File: src/rtl/regfile_writeback_queue.sv
// regfile_writeback_queue
//
// Buffered write-back initiator for the 32x64 register file. Results arrive
// through a valid/ready handshake. They are held in an in-order circular
// queue and drained onto the register file write port at one write per cycle.
// Two forwarding ports let readers see values that are queued but not yet
// written. Writes to register 31 (XZR) complete the handshake but are dropped.
//
// Ports
//   clk            sole clock; all state updates on the rising edge
//   reset          synchronous, active-low
//   in_valid       producer offers {in_reg, in_data}
//   in_ready       queue can accept (== !full)
//   in_reg         destination register number
//   in_data        result value
//   wb_hold        suppresses draining this cycle
//   RegWrite       register file write enable
//   WriteRegister  register file write address (0 when empty)
//   WriteData      register file write data (0 when empty)
//   fwd_reg1/2     read addresses checked against the queue
//   fwd_hit1/2     queue holds a pending write to that register
//   fwd_data1/2    youngest pending value for that register, 0 when no hit
//   count          current occupancy
//   empty, full    count == 0 / count == DEPTH
//
// Handshake: a transfer happens on a rising edge where in_valid && in_ready.
// in_ready depends only on registered state. It is low whenever the queue is
// full, even if a drain is taking place in the same cycle. The producer must
// hold in_reg/in_data stable while in_valid is high and in_ready is low.

module regfile_writeback_queue #(
    parameter int DEPTH = 4,
    parameter int WIDTH = 64
) (
    input  logic                       clk,
    input  logic                       reset,
    input  logic                       in_valid,
    output logic                       in_ready,
    input  logic [4:0]                 in_reg,
    input  logic [WIDTH-1:0]           in_data,
    input  logic                       wb_hold,
    output logic                       RegWrite,
    output logic [4:0]                 WriteRegister,
    output logic [WIDTH-1:0]           WriteData,
    input  logic [4:0]                 fwd_reg1,
    input  logic [4:0]                 fwd_reg2,
    output logic                       fwd_hit1,
    output logic                       fwd_hit2,
    output logic [WIDTH-1:0]           fwd_data1,
    output logic [WIDTH-1:0]           fwd_data2,
    output logic [$clog2(DEPTH+1)-1:0] count,
    output logic                       empty,
    output logic                       full
);

    localparam int PW = $clog2(DEPTH);
    localparam int CW = $clog2(DEPTH+1);
    localparam logic [4:0] XZR = 5'd31;

    logic [4:0]       reg_q  [DEPTH];
    logic [WIDTH-1:0] data_q [DEPTH];
    logic [PW-1:0]    head_q, head_d;
    logic [PW-1:0]    tail_q, tail_d;
    logic [CW-1:0]    count_q, count_d;

    logic accept, store, drain;

    assign empty    = (count_q == '0);
    assign full     = (count_q == CW'(DEPTH));
    assign count    = count_q;
    assign in_ready = !full;
    assign RegWrite = !empty && !wb_hold;

    assign WriteRegister = empty ? 5'd0 : reg_q[head_q];
    assign WriteData     = empty ? '0   : data_q[head_q];

    assign accept = in_valid && in_ready;
    // An XZR result is accepted but never occupies an entry.
    assign store  = accept && (in_reg != XZR);
    assign drain  = RegWrite;

    always_comb begin
        head_d  = head_q;
        tail_d  = tail_q;
        count_d = count_q;
        if (drain) head_d = head_q + PW'(1);
        if (store) tail_d = tail_q + PW'(1);
        if (store && !drain)      count_d = count_q + CW'(1);
        else if (!store && drain) count_d = count_q - CW'(1);
    end

    always_ff @(posedge clk) begin
        if (!reset) begin
            head_q  <= '0;
            tail_q  <= '0;
            count_q <= '0;
        end else begin
            head_q  <= head_d;
            tail_q  <= tail_d;
            count_q <= count_d;
            if (store) begin
                reg_q[tail_q]  <= in_reg;
                data_q[tail_q] <= in_data;
            end
        end
    end

    // The scan walks from oldest to youngest, so a later match overrides an
    // earlier one and the youngest value wins. Entry contents outside the
    // occupied window are stale and masked by the occupancy test.
    always_comb begin
        logic [PW-1:0] idx;
        fwd_hit1  = 1'b0;
        fwd_hit2  = 1'b0;
        fwd_data1 = '0;
        fwd_data2 = '0;
        idx       = '0;
        for (int i = 0; i < DEPTH; i++) begin
            idx = head_q + PW'(i);
            if (CW'(i) < count_q) begin
                if (fwd_reg1 != XZR && reg_q[idx] == fwd_reg1) begin
                    fwd_hit1  = 1'b1;
                    fwd_data1 = data_q[idx];
                end
                if (fwd_reg2 != XZR && reg_q[idx] == fwd_reg2) begin
                    fwd_hit2  = 1'b1;
                    fwd_data2 = data_q[idx];
                end
            end
        end
    end

endmodule

File: config.mk
export PLATFORM = sky130hd
export DESIGN_NAME = regfile_writeback_queue
export DESIGN_NICKNAME = d
export VERILOG_FILES = /design/src/rtl/regfile_writeback_queue.sv
export SDC_FILE = /design/constraint.sdc
export NUM_CORES = 1
export LEC_CHECK = 0
export ABC_AREA = 1
export CAP_MARGIN = 0
export CELL_PAD_IN_SITES_DETAIL_PLACEMENT = 1
export CELL_PAD_IN_SITES_GLOBAL_PLACEMENT = 2
export CORE_ASPECT_RATIO = 0.8
export CORE_MARGIN = 2
export CORE_UTILIZATION = 33
export CTS_CLUSTER_DIAMETER = 80
export DETAILED_ROUTE_END_ITERATION = 8
export PLACE_DENSITY_LB_ADDON = 0.1
export SLEW_MARGIN = 20
export SYNTH_ARGS = -nofsm -noshare
export SYNTH_HDL_FRONTEND = slang
export SYNTH_SLANG_ARGS = --single-unit
File: constraint.sdc
create_clock -name clk -period 11.8 [get_ports clk]
set_clock_uncertainty 0.05 [all_clocks]
set_input_delay 1.77 -clock clk [delete_from_list [all_inputs] [get_ports clk]]
set_output_delay 1.77 -clock clk [all_outputs]
set_load 0.005 [all_outputs]
==> run summary <==
Switch Pwr - 2.879 mW
Worst Hold Launch - tail_q[0]$_SDFFE_PN0P_
FILL cells - 8561
Critical Path Sink Type - output port
antenna violations before repair - 2
Gate power share - 60.5%
peak supply drop - 0.1291 mV
port bufs - 288
max cap viols - 0
Hold Buf Count CTS - 0
minimum clock period - 8.170 ns
GR Util All Layers - 27.91%
CP startpoint kind - register
reg2reg end - count[2]$_SDFFE_PN0P_
hold path endpoint - tail_q[0]$_SDFFE_PN0P_
sequential share of power - 22.0%
# rows - 85
Max-slew headroom - 21.93%
vias in the first global route - 24880
Yosys reg bits - 285
DR WL/cell - 21.96 µm
Critical Path Fanout Max - 98
post-route ant nets - 0
clock group share of total power - 17.5%
Nets - 3674
Starting Density - 33.29%
via count - 24390
number of distinct library cells after synthesis - 32
Reg2Reg Depth - 13
synthesized area - 22340 µm²
total CTS buffers - 35
post-DP HPWL - 61910 µm
DRT Pass-1 Iters - 5
largest net degree at the start of global routing - 109
Crit path required time - 9.98 ns
fraction of layout instances using a drive strength above 1 - 3.133%
worst r2r src - count[0]$_SDFFE_PN0P_
Slew @ Worst Pin - 1.171 ns
CTS root buffer - clkbuf_16
Worst-Skew Late Latency - 0.54 ns
vias per cell - 5.393
Crit Path Category - register to output port
cell internal pwr - 2.975 mW
warnings from Yosys - 0
Ports - 289
CP arrival - 6.35 ns
Final GP Congestion - 0.8771
CTS Buffer Depth - 3
Mapped Nets - 3557
unrepaired setup endpoints after global routing - false
# Post-CTS Setup Buffers - 0
Worst-path clk slew - 0.06 ns
DIE AREA - 69810 µm²
Hold Vio Cnt, Final - 0
final wirelength - 99310 µm
CTS H-tree lvls - 2
fin crit share - 69.24%
first-pass GRT wire length - 149700 µm
hold_ws - 0.4652 ns
DR DRC count - 0
Fmax - 122.4 MHz
Hold Crit Depth - 1
Min-Delay Path Class - register to register
CTS resizes - 0
Die H - 236.7 µm
gr ovfl total - 0
Cell Pwr Density - 219.7 nW/µm²
Area growth syn-to-layout - 19.27%
Slew Limit Fails - 0
core area - 67110 µm²
outcome - finished clean
post-route core utilization - 39.71%
Syn Area/Cell - 6.448 µm²
Final setup violation count - 0
Net Sw Frac - 49.18%
Mapped Cells - 3465
CTS tree - yes
initial drt markers - 1774
P_leak - 11.69 nW
setup TNS - 0 ns
CTS sink count - 285
Seq/Total Area, Yosys - 37.90%
FF-to-FF setup slack - 7.70 ns
Die Span X - 294.9 µm
-- Yosys cell counts (all sizes together) --
master / instances / area share, %
a21oi: 74 / 1.7
a22oi: 64 / 2.2
a32oi: 59 / 2.3
and2: 5 / 0.14
buf: 160 / 4.0
clkbuf: 83 / 1.4
dfxtp: 9 / 0.81
edfxtp: 276 / 37
ha: 9 / 0.50
inv: 286 / 4.8
nand2: 1215 / 20
nand3: 234 / 5.3
nand4: 2 / 0.056
nor2: 691 / 12
nor3: 1 / 0.022
o211ai: 68 / 2.3
o21ai: 219 / 4.9
o22ai: 5 / 0.14
or2: 1 / 0.028
xnor2: 1 / 0.039
xor2: 3 / 0.12
-- layer usage --
layer  global-route usage, %  vias up  wire [µm]
met5                       0        -         13
met4                   7.328        2       2171
met3                   3.736      144       5770
met2                   47.42      748      46670
met1                   37.20    12060      44680
li1                        -    11430          -
-- state kept, by name (all words and copies together) (netlist names), named ones only --
| signal | cells |
|---|---|
| data_q | 256 |
| tail_q | 2 |
| head_q | 2 |
| reg_q | 20 |
| count | 3 |
-- cell families (layout without fill, tap and decap cells) --
family                     after synthesis  in the layout  share of synthesized area, %
AOI/OAI and AO/OA                      489            489                         13.45
xor gates and xnor gates                 4              4                        0.1568
adders and majority gates                9              9                        0.5040
buffers and inverters                  529            671                         10.19
DFF                                    285            285                         37.90
other                                    0              2                             0
and+or+nand+nor                       2149           2149                         37.80
-- cell usage in the layout, fill, tap and decap left out, types with 37 or more instances in the layout --
| cell | count |
|---|---|
| a22oi_1 | 64 |
| clkbuf_16 | 37 |
| a21oi_1 | 74 |
| a32oi_1 | 59 |
| inv_1 | 276 |
| o21ai_1 | 49 |
| clkdlybuf4s50_1 | 288 |
| o21ai_0 | 170 |
| nand2_1 | 1208 |
| o211ai_1 | 68 |
| nand3_1 | 229 |
| edfxtp_1 | 276 |
| nor2_1 | 681 |
-- critical path, stage by stage (launching register included) --
cell,delay (ns)
dfxtp_4,0.61
inv_4,0.69
nand2_4,0.56
nand2_4,0.36
buf_4,0.79
nand2_1,0.10
nand2_1,0.18
o21ai_0,0.10
nor2_1,0.09
nand2_1,0.09
nor2_4,0.76
buf_12,0.53
nor2_1,0.15
nand2_1,0.15
nand2_1,0.08
clkdlybuf4s50_1,0.46
-- power by group through the flow --
| stage | Combinational (mW) | Clock, mW | Sequential [mW] |
|---|---|---|---|
| after CTS | 3.54 | 1.04 | 1.28 |
| final | 3.54 | 1.02 | 1.29 |
| after detailed placement | 3.52 | 0 | 1.30 |
| after global routing | 3.88 | 1.08 | 1.29 |
| after global placement | 3.48 | 0 | 1.30 |
| after floorplan | 2.01 | 0 | 1.24 |
-- stage by stage --
step	instances	total power [mW]	setup WS [ns]	instance area, µm²
after floorplan	3465	3.242	6.071	22340
after global placement	4457	4.777	4.200	25550
after detailed placement	4457	4.827	4.200	25550
after CTS	4519	5.863	3.604	26610
after global routing	4521	6.255	3.378	26640
final	4522	5.853	3.630	26650
-- worst max path at each step --
stage                                   endpoint                    from  slack, ns
after global placement             fwd_data2[62]  head_q[0]$_SDFFE_PN0P_       4.20
after global routing                fwd_data2[1]  head_q[0]$_SDFFE_PN0P_       3.38
after detailed placement           fwd_data2[62]  head_q[0]$_SDFFE_PN0P_       4.20
after floorplan           data_q[0][0]$_DFFE_PP_               in_reg[1]       6.07
after CTS                          fwd_data2[62]  head_q[0]$_SDFFE_PN0P_       3.60
final                               fwd_data2[1]  head_q[0]$_SDFFE_PN0P_       3.63
-- cell type report --
class	instances	area, µm²	share of cell area, %
Antenna cell	2	5.005	0.01878
Clock buffer	46	959.7	3.601
Clock inverter	16	98.84	0.3709
Inverter	286	1085	4.071
Multi-Input combinational cell	2651	11700	43.89
Sequential cell	285	8479	31.82
Tap cell	913	1142	4.287
Timing Repair Buffer	323	3182	11.94
No activity file was read; power rests on OpenSTA's default activity.
